===== config.mk =====
export PLATFORM = sky130hd
export DESIGN_NAME = mem_arbiter_flat
export DESIGN_NICKNAME = d
export VERILOG_FILES = /design/src/rtl/mem_arbiter_if.sv /design/src/rtl/mem_arbiter.sv /design/src/flat_wrapper.sv
export SDC_FILE = /design/constraint.sdc
export NUM_CORES = 1
export LEC_CHECK = 0
export ABC_AREA = 1
export CORE_MARGIN = 2
export CORE_UTILIZATION = 36
export CTS_CLUSTER_DIAMETER = 60
export CTS_CLUSTER_SIZE = 8
export DETAILED_ROUTE_END_ITERATION = 8
export PLACE_DENSITY = 0.75
export SYNTH_ARGS = -nofsm -noshare
export SYNTH_HDL_FRONTEND = slang
export SYNTH_SLANG_ARGS = --single-unit

===== constraint.sdc =====
create_clock -name clk -period 1.4 [get_ports clk]
set_input_delay 0.28 -clock clk [delete_from_list [all_inputs] [get_ports clk]]
set_output_delay 0.28 -clock clk [all_outputs]
set_load 0.05 [all_outputs]

===== src/rtl/mem_arbiter_if.sv =====
// Pipeline/memory-side signal bundle for mem_arbiter; master = pipeline stages plus RAM, slave = arbiter.
interface mem_arbiter_if;
    logic        if_req_i;
    logic [31:0] if_addr_i;
    logic [31:0] if_rdata_o;
    logic        if_ack_o;
    logic        dm_req_i;
    logic        dm_we_i;
    logic [3:0]  dm_sel_i;
    logic [31:0] dm_addr_i;
    logic [31:0] dm_wdata_i;
    logic [31:0] dm_rdata_o;
    logic        dm_ack_o;
    logic        stallreq_if_o;
    logic        stallreq_mem_o;
    logic        mem_ce_o;
    logic        mem_we_o;
    logic [3:0]  mem_sel_o;
    logic [31:0] mem_addr_o;
    logic [31:0] mem_wdata_o;
    logic [31:0] mem_rdata_i;

    modport master (
        output if_req_i, if_addr_i, dm_req_i, dm_we_i, dm_sel_i, dm_addr_i, dm_wdata_i, mem_rdata_i,
        input  if_rdata_o, if_ack_o, dm_rdata_o, dm_ack_o, stallreq_if_o, stallreq_mem_o,
               mem_ce_o, mem_we_o, mem_sel_o, mem_addr_o, mem_wdata_o
    );

    modport slave (
        input  if_req_i, if_addr_i, dm_req_i, dm_we_i, dm_sel_i, dm_addr_i, dm_wdata_i, mem_rdata_i,
        output if_rdata_o, if_ack_o, dm_rdata_o, dm_ack_o, stallreq_if_o, stallreq_mem_o,
               mem_ce_o, mem_we_o, mem_sel_o, mem_addr_o, mem_wdata_o
    );
endinterface


===== src/rtl/mem_arbiter.sv =====
// Shares one wait-stated RAM bus between fetch (IF) and data (DM) ports; ties go to DM unless ARB_ROUND_ROBIN_EN.
// Latency: bus enabled WAIT_CYCLES+1 cycles after grant, ack WAIT_CYCLES+2 after; one access per WAIT_CYCLES+3.
// Backpressure: stallreq_*_o stays high while a port's request is waiting for its ack.
module mem_arbiter #(
    parameter int WAIT_CYCLES = 1
) (
    input  logic         clk,
    input  logic         rst,
    mem_arbiter_if.slave bus
);
    typedef enum logic [1:0] {IDLE, ACCESS, DONE} state_t;

    typedef struct packed {
        logic        we;
        logic [3:0]  sel;
        logic [31:0] addr;
        logic [31:0] wdata;
    } req_t;

    state_t      state;
    logic [3:0]  cnt;
    logic        grant;
    logic [31:0] rdata_q;
    req_t        req_q;
    logic        ce_q;
    logic        we_q;
    logic        if_ack_q;
    logic        dm_ack_q;
    logic        pick_dm;

    // grant doubles as the last-granted port for tie breaking
    always_comb begin
`ifdef ARB_ROUND_ROBIN_EN
        pick_dm = bus.dm_req_i & (~bus.if_req_i | ~grant);
`else
        pick_dm = bus.dm_req_i;
`endif
    end

    always_ff @(posedge clk) begin
        if (rst) begin
            state    <= IDLE;
            cnt      <= 4'd0;
            grant    <= 1'b0;
            rdata_q  <= 32'd0;
            req_q    <= '0;
            ce_q     <= 1'b0;
            we_q     <= 1'b0;
            if_ack_q <= 1'b0;
            dm_ack_q <= 1'b0;
        end else begin
            if_ack_q <= 1'b0;
            dm_ack_q <= 1'b0;
            case (state)
                IDLE: begin
                    if (bus.if_req_i | bus.dm_req_i) begin
                        grant <= pick_dm;
                        cnt   <= 4'(WAIT_CYCLES);
                        ce_q  <= 1'b1;
                        state <= ACCESS;
                        if (pick_dm) begin
                            req_q.we    <= bus.dm_we_i;
                            req_q.sel   <= bus.dm_sel_i;
                            req_q.addr  <= bus.dm_addr_i;
                            req_q.wdata <= bus.dm_wdata_i;
                            we_q        <= bus.dm_we_i;
                        end else begin
                            req_q.we   <= 1'b0;
                            req_q.sel  <= 4'hF;
                            req_q.addr <= bus.if_addr_i;
                            we_q       <= 1'b0;
                        end
                    end
                end
                ACCESS: begin
                    if (cnt != 4'd0) begin
                        cnt <= cnt - 4'd1;
                    end else begin
                        state    <= DONE;
                        ce_q     <= 1'b0;
                        we_q     <= 1'b0;
                        if_ack_q <= ~grant;
                        dm_ack_q <= grant;
                        if (!req_q.we) begin
                            rdata_q <= bus.mem_rdata_i;
                        end
                    end
                end
                DONE:    state <= IDLE;
                default: state <= IDLE;
            endcase
        end
    end

    assign bus.mem_ce_o       = ce_q;
    assign bus.mem_we_o       = we_q;
    assign bus.mem_sel_o      = req_q.sel;
    assign bus.mem_addr_o     = req_q.addr;
    assign bus.mem_wdata_o    = req_q.wdata;
    assign bus.if_ack_o       = if_ack_q;
    assign bus.dm_ack_o       = dm_ack_q;
    assign bus.if_rdata_o     = rdata_q;
    assign bus.dm_rdata_o     = rdata_q;
    assign bus.stallreq_if_o  = bus.if_req_i & ~if_ack_q;
    assign bus.stallreq_mem_o = bus.dm_req_i & ~dm_ack_q;
endmodule


===== src/flat_wrapper.sv =====
// flat-port wrapper written by rule: the top's interface ports become plain ports
module mem_arbiter_flat 
#(
    parameter int WAIT_CYCLES = 1
)
  (clk, rst, bus_if_req_i, bus_if_addr_i, bus_dm_req_i, bus_dm_we_i, bus_dm_sel_i, bus_dm_addr_i, bus_dm_wdata_i, bus_mem_rdata_i, bus_if_rdata_o, bus_if_ack_o, bus_dm_rdata_o, bus_dm_ack_o, bus_stallreq_if_o, bus_stallreq_mem_o, bus_mem_ce_o, bus_mem_we_o, bus_mem_sel_o, bus_mem_addr_o, bus_mem_wdata_o);
  mem_arbiter_if bus_i ();
  input  logic clk;
  input  logic rst;
  input wire logic [$bits(bus_i.if_req_i)-1:0] bus_if_req_i;
  input wire logic [$bits(bus_i.if_addr_i)-1:0] bus_if_addr_i;
  input wire logic [$bits(bus_i.dm_req_i)-1:0] bus_dm_req_i;
  input wire logic [$bits(bus_i.dm_we_i)-1:0] bus_dm_we_i;
  input wire logic [$bits(bus_i.dm_sel_i)-1:0] bus_dm_sel_i;
  input wire logic [$bits(bus_i.dm_addr_i)-1:0] bus_dm_addr_i;
  input wire logic [$bits(bus_i.dm_wdata_i)-1:0] bus_dm_wdata_i;
  input wire logic [$bits(bus_i.mem_rdata_i)-1:0] bus_mem_rdata_i;
  output wire logic [$bits(bus_i.if_rdata_o)-1:0] bus_if_rdata_o;
  output wire logic [$bits(bus_i.if_ack_o)-1:0] bus_if_ack_o;
  output wire logic [$bits(bus_i.dm_rdata_o)-1:0] bus_dm_rdata_o;
  output wire logic [$bits(bus_i.dm_ack_o)-1:0] bus_dm_ack_o;
  output wire logic [$bits(bus_i.stallreq_if_o)-1:0] bus_stallreq_if_o;
  output wire logic [$bits(bus_i.stallreq_mem_o)-1:0] bus_stallreq_mem_o;
  output wire logic [$bits(bus_i.mem_ce_o)-1:0] bus_mem_ce_o;
  output wire logic [$bits(bus_i.mem_we_o)-1:0] bus_mem_we_o;
  output wire logic [$bits(bus_i.mem_sel_o)-1:0] bus_mem_sel_o;
  output wire logic [$bits(bus_i.mem_addr_o)-1:0] bus_mem_addr_o;
  output wire logic [$bits(bus_i.mem_wdata_o)-1:0] bus_mem_wdata_o;
  assign bus_i.if_req_i = bus_if_req_i;
  assign bus_i.if_addr_i = bus_if_addr_i;
  assign bus_i.dm_req_i = bus_dm_req_i;
  assign bus_i.dm_we_i = bus_dm_we_i;
  assign bus_i.dm_sel_i = bus_dm_sel_i;
  assign bus_i.dm_addr_i = bus_dm_addr_i;
  assign bus_i.dm_wdata_i = bus_dm_wdata_i;
  assign bus_i.mem_rdata_i = bus_mem_rdata_i;
  assign bus_if_rdata_o = bus_i.if_rdata_o;
  assign bus_if_ack_o = bus_i.if_ack_o;
  assign bus_dm_rdata_o = bus_i.dm_rdata_o;
  assign bus_dm_ack_o = bus_i.dm_ack_o;
  assign bus_stallreq_if_o = bus_i.stallreq_if_o;
  assign bus_stallreq_mem_o = bus_i.stallreq_mem_o;
  assign bus_mem_ce_o = bus_i.mem_ce_o;
  assign bus_mem_we_o = bus_i.mem_we_o;
  assign bus_mem_sel_o = bus_i.mem_sel_o;
  assign bus_mem_addr_o = bus_i.mem_addr_o;
  assign bus_mem_wdata_o = bus_i.mem_wdata_o;
  mem_arbiter #(.WAIT_CYCLES(WAIT_CYCLES)) u_core (.clk(clk), .rst(rst), .bus(bus_i));
endmodule

Word level (Yosys, flattened, before mapping)
Cells that the tools add are included.
Cells by class
  $add $sub $neg: 1
  eq/ne operators: 4
  mux-type cells: 13
  bitwise logic cells: 9
  reductions and logical operators: 10
Operator list (count)
  37-bit two-way mux: 1
  3-bit AND reduction: 4
  4-bit two-way mux: 2
  4-bit one-hot mux with 2 select lines: 1
  1-bit NOT: 6
  1-bit two-way mux: 4
  2-bit two-way mux: 2
  2-bit by 1-bit inequality test with 1-bit output, second input constant: 2
  1-bit one-hot mux with 2 select lines: 2
  2-bit one-hot mux with 2 select lines: 1
  2-bit AND reduction: 2
  4-bit nonzero test: 1
  4-bit by 1-bit subtractor with 4-bit output, second input constant: 1
  3-bit OR reduction: 1
  1-bit AND: 2
  2-bit by 1-bit == test with 1-bit output, second input constant: 1
  2-bit zero test: 1
  2-bit inequality test, second input constant: 1
  2-bit nonzero test: 1
  1-bit bitwise OR: 1
Storage, ports and cells
  register bits: 112
  input port bits: 137
  output and inout port bits: 138
  word-level logic and storage cells: 49

Logic depth before layout (Yosys ltp)
  depth in word-level cells: 3
  mapped depth: 8
  mapped depth without buffers: 8

Worst setup path after synthesis
Ideal clock, no wire load.
  kind: register -> output
  start point: register u_core.if_ack_q, in the netlist u_core.bus.if_ack_o
  end point: output port bus_stallreq_if_o
  data arrival time: 1.190 ns
  required time: 1.120 ns
  path slack: -0.070 ns
  cell stages (with the launch flop): 2
  path buffers: 0
  cell sequence: dfxtp_1 > nor2_1
On the way
  longest elaborated chain between the ends: 2
RTL lines
  start, declared: line mem_arbiter.sv:27  | logic if_ack_q;
  start signal, assigned: line mem_arbiter.sv:82  | if_ack_q <= ~grant;
  1-bit NOT: line mem_arbiter.sv:104  | assign bus.stallreq_if_o = bus.if_req_i & ~if_ack_q;
  1-bit AND: line mem_arbiter.sv:104
  end, declared: line flat_wrapper.sv:22  | output wire logic [$bits(bus_i.stallreq_if_o)-1:0] bus_stallreq_if_o;
Every way passes these cells.

Worst setup path after layout
  start point: register u_core.cnt[0]
  end point: register u_core.rdata_q[19], in the netlist u_core.bus.dm_rdata_o[19]
On the way
  longest elaborated chain between the ends: 3
RTL lines
  start, declared: line mem_arbiter.sv:21  | logic [3:0] cnt;
  start signal, assigned: line mem_arbiter.sv:58  | cnt <= 4'(WAIT_CYCLES);
  start signal, assigned: line mem_arbiter.sv:77  | cnt <= cnt - 4'd1;
  4-bit nonzero test: line mem_arbiter.sv:76  | if (cnt != 4'd0) begin
  1-bit NOT (no source line)
  3-bit AND reduction (no source line)
  end signal, assigned: line mem_arbiter.sv:85  | rdata_q <= bus.mem_rdata_i;
  end, declared: line mem_arbiter.sv:23  | logic [31:0] rdata_q;
Every way passes these cells.
A chain may end at the register's enable or synchronous reset.

==> results.py <==
metrics = {
    "sta": {
        "hold_viol": 0,
        "slew_headroom_pct": 72.8,
        "setup_viol": 0,
        "worst_pin_slew_ns": 0.408,
        "slew_violations": 0,
        "setup_ws_ns": 0.0624,
        "skew_ns": 0.00633,
        "period_needed_ns": 1.34,
        "fmax_ghz": 0.748,
        "holdWs_ns": 0.370,
        "period_share_pct": 95.5,
        "rsz0062_at_grt": "no",
    },
    "setup_path": {
        "cp_top_family": "simple AND/OR/NAND/NOR gates",
        "slowest_delay_ns": 0.33,
        "cp-start-kind": "flop",
        "critPathKind": "flop to flop",
        "path_max_fanout": 11,
        "worst_path_max_delay_cell": "dfxtp_2",
        "crit_required_ns": 1.64,
        "worstRegToRegCells": 8,
        "crit_arrival_ns": 1.58,
        "cp.depth": 8,
        "crit_buf_inv": 2,
        "crit_chain": "inv_2, ha_4, nand3_4, nor2_8, clkbuf_16, nand2_1, nand2_1, nor2_1",
        "crit_path_end_kind": "flop",
        "cpMostUsedCell": "nand2_1",
    },
    "yosys": {
        "synth_area_um2": 5230,
        "ys_ff_latch": 112,
        "synth_cell_types": 28,
        "synth.top_cell.area_share_pct": 42.9,
        "yosysSeqAreaShare_pct": 42.9,
        "synth.area.top_cells": "dfxtp_1 43%, buf_4 15%, nor2_1 10%",
        "synth_edf_count": 0,
        "synth_flop_cell": "dfxtp_1",
        "yosys_warnings": 0,
        "synth_cells": 659,
        "ys_async_sr_fraction_pct": 0,
        "synth_top_area_cell": "dfxtp_1",
        "syn_nets": 798,
        "syn_area_per_cell_um2": 7.94,
    },
    "finish": {
        "layout.nets": 976,
        "layout_commonest_cell": "buf_12",
        "final_cell_mix": "144 x buf_12, 139 x nor2_1, 134 x clkdlybuf4s50_1, 111 x dfxtp_1, 106 x nand2_1",
        "area_growth_pct": 77.2,
        "multi_input_area_um2": 1880,
        "fill_cells": 1100,
        "diodes": 0,
        "drive_gt1_share_pct": 24.7,
        "design_area_um2": 9270,
        "register_area_um2": 2240,
    },
    "clock_network": {
        "cts.clk_slew.worst_paths_ns": 0.07,
        "clk_latency_ns": 0.35,
        "hold_buffers": 0,
        "cts-root-buf": "clkbuf_16",
        "ctsHtreeMaxLevel": 3,
        "clk_path_buf_depth": 2,
        "cts_buffers": 9,
        "cts_tree": "built",
        "clock-sinks": 112,
    },
    "drt": {
        "ant_nets": 0,
        "post_drt_wl_per_cell_um": 13.8,
        "drtIter0Drc": 168,
        "route.detailed.drc": 0,
        "routed_wl_um": 14200,
        "num_vias": 4571,
        "dr.pass1.iters": 5,
        "via_per_inst": 4.46,
    },
    "placed_design": {
        "dp.final_hpwl_um": 10600,
        "routabilityCongestion": 0.782,
        "io_buffers": 274,
        "dpl-instance-area_um2": 8780,
        "place_worst_setup_slack_ns": -0.187,
    },
    "die": {
        "die-area_um2": 15500,
        "die_w_um": 125,
        "core-area_um2": 14400,
        "rows": 44,
        "dieHeight_um": 125,
        "io_pins": 275,
        "initial_core_util_pct": 36.4,
    },
    "grt": {
        "grtUsageTotal_pct": 17.5,
        "grt_pass1_vias": 4259,
        "antenna_found_initial": 0,
        "grt_first_pass_wirelength_um": 21900,
        "grt_max_degree": 53,
        "grt_overflow": 0,
    },
    "pwr": {
        "peakVddDrop_uv": 806,
        "power_leakage_nw": 3.99,
        "power_density_nw_per_um2": 1420,
        "design_power_total_w": 0.0132,
    },
    "run_status": {
        "outcome": "completed",
    },
    "flow_run": {
        "drv_cap": 0,
    },
    "worst_hold_path": {
        "holdPathStages": 4,
        "min_path_type": "input port to flop",
    },
}
worst paths after layout:
path	end	from	slack (ns)
setup / recovery	u_core.bus.dm_rdata_o[19]	u_core.cnt[0]	0.06
hold / removal	u_core.grant	bus_dm_req_i	0.37
setup reg to reg	u_core.bus.dm_rdata_o[19]	u_core.cnt[0]	0.06
hold reg to reg	u_core.bus.if_ack_o	u_core.grant	0.44
worst min-delay path, cell delays in order:
cell and delay, ns:
buf_2 0.17, o21ai_4 0.10, nand2_1 0.07, a21oi_1 0.05
report_power, final:
group / internal, W / total, W / switching (W)
clock: 0.00163 / 0.00279 / 0.00117
combinational: 0.00299 / 0.00614 / 0.00314
sequential: 0.00364 / 0.00425 / 0.000605
total: 0.00826 / 0.0132 / 0.00492
registers in the layout, indices dropped and copies added (netlist names):
register and cells:
u_core.bus.dm_rdata_o 32, u_core.bus.mem_addr_o 32, u_core.bus.mem_we_o 1, u_core.bus.dm_ack_o 1, u_core.bus.mem_sel_o 4, u_core.req_q 1, u_core.grant 1, u_core.bus.mem_wdata_o 32
u_core.cnt 4, u_core.bus.mem_ce_o 1, u_core.bus.if_ack_o 1, u_core.state 2
cell type report:
| class | count | share of cell area, % |
|---|---|---|
| Multi-Input combinational cell | 376 | 20.3 |
| Sequential cell | 112 | 24.2 |
| Timing Repair Buffer | 296 | 47.7 |
| Clock inverter | 4 | 0.823 |
| Inverter | 42 | 1.75 |
| Tap cell | 184 | 2.48 |
| Clock buffer | 12 | 2.66 |
logic make-up after synthesis:
kind of cell	after synthesis	synth area share (%)
AND/OR/NAND/NOR	266	20.7
buffers and inverters	172	21.7
adder cells (fa/ha/maj)	2	0.478
AO/OA/AOI/OAI	75	8.11
flip-flops	112	42.9
multiplexers	32	6.12
cells in the mapped netlist (2+ instances only):
master,count
a21oi_1,5
buf_2,7
buf_4,103
buf_6,12
clkbuf_1,7
dfxtp_1,112
ha_1,2
inv_1,37
inv_2,3
mux2i_1,32
nand2_1,106
nand3_1,6
nor2_1,142
nor2_2,2
nor2_4,2
nor2_8,2
nor3_1,2
o21ai_0,38
o21ai_1,21
o21ai_2,10
what timing repair did:
item                                    in CTS  in global routing
pin swaps                                    0                  1
gates cloned                                 0                  6
buffers inserted                             0                  2
gates resized for setup                      2                 11
endpoints found under the setup margin       2                 64
metrics by stage:
step / instances / util (%) / TNS, ns
2_1_floorplan: 659 / - / 0
3_3_place_gp: 1002 / 61.1 / -4.40
3_5_place_dp: 1002 / 61.1 / -5.67
4_1_cts: 1018 / 63.4 / 0
5_1_grt: 1026 / 64.5 / 0
6_report: 1026 / 64.5 / 0
per-layer routing:
metal / up-vias / GRT usage [%] / routed length [um]
met5: - / 0 / 0
met4: 0 / 7.20 / 345
met3: 24 / 5.03 / 916
met2: 195 / 30.8 / 7230
met1: 2047 / 20.0 / 5720
li1: 2305 / - / -
Power figures use the tool's default switching activity.
